## src/rtl/serial_adder_ctrl.sv

```systemverilog
// serial_adder_ctrl: bit-serial adder controller driving one external full adder.
// Operands are shifted out LSB-first, one bit per clock. The FA carry-out is
// registered back into its carry-in, and the sum bits are collected
// MSB-inward into the result register.
module serial_adder_ctrl #(
  parameter int WIDTH = 8
) (
  input  logic             clk,
  input  logic             rst,
  input  logic             start,
  input  logic [WIDTH-1:0] a,
  input  logic [WIDTH-1:0] b,
  input  logic             c_in0,
  output logic             fa_a,
  output logic             fa_b,
  output logic             fa_c_in,
  input  logic             fa_s,
  input  logic             fa_c_out,
  output logic             busy,
  output logic             done,
  output logic [WIDTH-1:0] sum,
  output logic             c_out
);

  localparam int CW = (WIDTH > 1) ? $clog2(WIDTH) : 1;
  localparam logic [CW-1:0] CNT_LAST = CW'(WIDTH - 1);
  localparam logic [CW-1:0] CNT_ONE  = CW'(1);

  typedef enum logic [1:0] {
    IDLE = 2'd0,
    RUN  = 2'd1,
    DONE = 2'd2
  } state_t;

  state_t           state_r;
  logic [WIDTH-1:0] a_sh_r;
  logic [WIDTH-1:0] b_sh_r;
  logic             carry_r;
  logic [CW-1:0]    cnt_r;
  logic [WIDTH-1:0] sum_r;
  logic             c_out_r;
  logic             busy_r;
  logic             done_r;

  logic             fa_a_s;
  logic             fa_b_s;
  logic             fa_c_in_s;

  // Control FSM plus operand shifters, carry loop and result collection.
  always_ff @(posedge clk) begin
    if (rst) begin
      state_r <= IDLE;
      a_sh_r  <= '0;
      b_sh_r  <= '0;
      carry_r <= 1'b0;
      cnt_r   <= '0;
      sum_r   <= '0;
      c_out_r <= 1'b0;
      busy_r  <= 1'b0;
      done_r  <= 1'b0;
    end else begin
      case (state_r)
        IDLE: begin
          done_r <= 1'b0;
          if (start) begin
            a_sh_r  <= a;
            b_sh_r  <= b;
            carry_r <= c_in0;
            cnt_r   <= '0;
            sum_r   <= '0;
            c_out_r <= 1'b0;
            busy_r  <= 1'b1;
            state_r <= RUN;
          end else begin
            busy_r  <= 1'b0;
            state_r <= IDLE;
          end
        end
        RUN: begin
          sum_r   <= {fa_s, sum_r[WIDTH-1:1]};
          a_sh_r  <= {1'b0, a_sh_r[WIDTH-1:1]};
          b_sh_r  <= {1'b0, b_sh_r[WIDTH-1:1]};
          carry_r <= fa_c_out;
          cnt_r   <= cnt_r + CNT_ONE;
          if (cnt_r == CNT_LAST) begin
            // Last bit: the final carry becomes the result's top bit.
            c_out_r <= fa_c_out;
            busy_r  <= 1'b0;
            done_r  <= 1'b1;
            state_r <= DONE;
          end else begin
            state_r <= RUN;
          end
        end
        DONE: begin
          done_r  <= 1'b0;
          busy_r  <= 1'b0;
          state_r <= IDLE;
        end
        default: begin
          busy_r  <= 1'b0;
          done_r  <= 1'b0;
          state_r <= IDLE;
        end
      endcase
    end
  end

  // FA operand drive: live bits only while running, quiet zeros otherwise.
  always_comb begin
    fa_a_s    = 1'b0;
    fa_b_s    = 1'b0;
    fa_c_in_s = 1'b0;
    if (state_r == RUN) begin
      fa_a_s    = a_sh_r[0];
      fa_b_s    = b_sh_r[0];
      fa_c_in_s = carry_r;
    end else begin
      fa_a_s    = 1'b0;
      fa_b_s    = 1'b0;
      fa_c_in_s = 1'b0;
    end
  end

  assign fa_a    = fa_a_s;
  assign fa_b    = fa_b_s;
  assign fa_c_in = fa_c_in_s;
  assign busy    = busy_r;
  assign done    = done_r;
  assign sum     = sum_r;
  assign c_out   = c_out_r;

endmodule
```

## config.mk

```make
export PLATFORM = sky130hd
export DESIGN_NAME = serial_adder_ctrl
export DESIGN_NICKNAME = d
export VERILOG_FILES = /design/src/rtl/serial_adder_ctrl.sv
export SDC_FILE = /design/constraint.sdc
export NUM_CORES = 1
export LEC_CHECK = 0
export BUFFER_PORTS_ARGS = -buffer_cell sky130_fd_sc_hd__buf_2
export CAP_MARGIN = 20
export CORE_ASPECT_RATIO = 1.1
export CORE_UTILIZATION = 55
export DETAILED_ROUTE_END_ITERATION = 8
export PLACE_DENSITY = 0.82
export REMOVE_ABC_BUFFERS = 1
export SKIP_LAST_GASP = 1
export SLEW_MARGIN = 10
export SYNTH_ARGS = -nofsm -noshare
export SYNTH_HDL_FRONTEND = slang
export SYNTH_SLANG_ARGS = --single-unit
```

## constraint.sdc

```tcl
create_clock -name clk -period 3.3 [get_ports clk]
set_input_delay 0.66 -clock clk [delete_from_list [all_inputs] [get_ports clk]]
set_output_delay 0.66 -clock clk [all_outputs]
set_load 0.005 [all_outputs]
```

==> metrics.md <==
| Metric | Value |
|---|---|
| Latest clock arrival within the worst-skew pair | `0.33 ns` |
| Final Cycle Share | `0.619` |
| Met1 GRT Util | `0.219` |
| Initial DRC count | `10` |
| Total Die Area | `0.00284 sq mm` |
| Clock-pin slew on the worst setup and hold paths | `0.09 ns` |
| Leakage | `0.698 nW` |
| Post-synth top area share | `0.456` |
| FMAX | `0.489 GHz` |
| Setup TNS | `0 ns` |
| Initial antenna violation count | `0` |
| DIE HEIGHT | `55.8 um` |
| Synth warnings | `0` |
| Min Tclk post-route | `2.04 ns` |
| Crit path required time | `2.64 ns` |
| Final WL | `2600 um` |
| Synthesis-stage register bit count | `33` |
| Antenna cells | `0` |
| Port Buf Inserts | `35` |
| Critical path endpoint | `fa_c_in` |
| CP Launch Type | `register` |
| Crit path cell chain | `nor2b_4 > and2_1 > buf_2` |
| Crit path kind | `reg -> out` |
| Final setup viols | `0` |
| Peak VDD IR | `0.370 mV` |
| Core Area | `0.00250 sq mm` |
| Power Density | `473 mW/mm^2` |
| Worst Path Arrival | `1.38 ns` |
| Cts repair resizes | `0` |
| Mapped Avg Cell Area | `10.3 sq um` |
| RSZ-0062 raised after global routing | `false` |
| Global route overflow | `0` |
| Number of max-cap violations | `0` |
| Final Power | `0.000770 W` |
| GRT Util Overall | `0.204` |
| Hold Crit Class | `reg -> reg` |
| Max stage delay on crit path | `0.42 ns` |
| GR Util met2 | `0.350` |
| Reg-to-reg critical path startpoint | `state_r[0]` |
| Final hold vios | `0` |
| Layout Nets | `195` |
| Register area share after synthesis | `0.456` |
| Setup Buffers After CTS | `0` |
| Status | `finished, final reports clean` |
| Slew HR | `0.551` |
| Num rows | `19` |
| Area Growth Syn to Fin | `12.5%` |
| Post-Syn Area | `0.00145 sq mm` |
| Hold depth | `1` |
| Hold_sp | `cnt_r[0]` |
| Antenna Nets Post-Route | `0` |
| Largest net degree at the start of global routing | `34` |
| Reg2Reg Depth | `4` |
| CTS tree | `done` |
| Root buffer cell | `clkbuf_4` |
| R2R setup slack | `1.82 ns` |
| DR DRC count | `0` |
| Global routing usage on met3 | `0.0902` |
| Largest area contributor in the netlist | `dfxtp_1` |
| Vias in the first global route | `1078` |
| R2R Path End | `a_sh_r[5]` |
| Synth cell types | `27` |
| Max-slew violations | `0` |
| Crit end category | `output port` |
| CTS sink count | `33` |
| First-pass GRT wire length | `4330 um` |
| Maximum clock insertion buffer count | `2` |
| Die W | `50.9 um` |
| Worst path slowest cell | `dfxtp_1` |
| Most common cell after layout, fill and taps aside | `buf_2` |
| Worst Tran Pin Value | `0.674 ns` |
| DP HPWL | `1850 um` |
| Synth top area cells | `dfxtp_1, mux2i_1, a211oi_2, nor2_1, a22oi_1` |
| Worst-path maximum fanout | `15` |
| Mapped Cells | `140` |
| WL/cell | `12.9 um` |
| 1st-pass router iterations | `4` |
| Clk_skew | `0.00497 ns` |
| Crit path launch | `state_r[1]` |
| I/O pin count | `36` |
| Ratio of cells with drive above 1 in the final layout | `0.333` |
| CTS Buf Count | `5` |
| Filler cell count | `215` |
| Vias | `1097` |
| Hold-fix buffers, CTS | `0` |
| Vias per cell | `5.43` |
| GR peak layer | `met2` |
| Initial core utilization | `0.580` |
| Final Wtd Congestion | `0.758` |
| Most frequent cells in the layout | `buf_2, dfxtp_1, nor2_1` |
| H-tree levels | `2` |
## cell usage after synthesis
library cell and n:
o21ai_0 1, inv_1 3, nor3b_2 1, mux2i_1 13
o22ai_1 2, buf_6 4, o21bai_2 1, ha_1 2
dfxtp_1 33, and2_1 3, o21ba_4 1, buf_4 2
buf_2 1, a22oi_1 12, nand2b_4 1, nor4_1 3
buf_8 1, a21oi_1 1, nor3_1 1, nor2b_4 1
nor3b_1 1, a211oi_2 10, nor2_1 30, a21boi_0 1
a211oi_1 6, clkbuf_1 4, nand3_1 1
## through the flow
| stage | hold WS [ns] | worst slack (ns) | instance area (sq um) | utilization | instances |
|---|---|---|---|---|---|
| floorplan | 0.438 | 1.23 | 1350 | - | 128 |
| global placement | 0.461 | 1.64 | 1570 | 0.631 | 195 |
| detailed placement | 0.465 | 1.61 | 1570 | 0.631 | 195 |
| CTS | 0.483 | 1.24 | 1630 | 0.653 | 202 |
| global route | 0.510 | 1.15 | 1630 | 0.653 | 202 |
| finish | 0.479 | 1.26 | 1630 | 0.653 | 202 |
## report_power, final
| group | switching, W | internal (W) |
|---|---|---|
| sequential | 0.0000120 | 0.000421 |
| clock | 0.000123 | 0.000100 |
| combinational | 0.0000621 | 0.0000511 |
| total | 0.000197 | 0.000573 |
## worst max-delay path: cells and delay by family, from the launching register on
family | cells | cell delay (ns)
buffers and inverters | 1 | 0.10
DFF | 1 | 0.42
and+or+nand+nor | 2 | 0.53
## layout make-up
type | instances | area, sq um | share of cell area
multi-input cells | 92 | 681 | 0.418
flip-flops and latches | 33 | 661 | 0.406
repair buffers | 36 | 183 | 0.112
clock buffers | 7 | 55.1 | 0.0338
inverters | 3 | 11.3 | 0.00691
well taps | 31 | 38.8 | 0.0238
## flip-flops by register name (all words and copies together) (netlist names)
name,cells
a_sh_r,8
busy,1
b_sh_r,8
c_out,1
done,1
carry_r,1
sum,8
cnt_r,3
state_r,2
## layer usage
layer	vias up	part of all wire	routed length, um
li1	563	-	-
met2	29	0.50	1310
met5	-	0	0
met4	0	0.0073	19
met3	2	0.058	150
met1	503	0.43	1120
## cell families (layout without fill, tap and decap cells)
group / count (synthesis) / in the layout / share of synthesized area
simple gates: 42 / 42 / 0.143
compound gates: 35 / 35 / 0.220
flops: 33 / 33 / 0.456
buf+inv: 15 / 46 / 0.0735
mux: 13 / 13 / 0.0899
fa+ha+maj: 2 / 2 / 0.0173
## how the worst min path moves through the flow
stage / end / slack [ns]
5_1_grt: cnt_r[0] / 0.51
2_1_floorplan: cnt_r[0] / 0.44
4_1_cts: cnt_r[0] / 0.48
3_5_place_dp: cnt_r[0] / 0.46
6_report: cnt_r[0] / 0.48
3_3_place_gp: cnt_r[0] / 0.46
No activity file was read; power rests on OpenSTA's default activity.
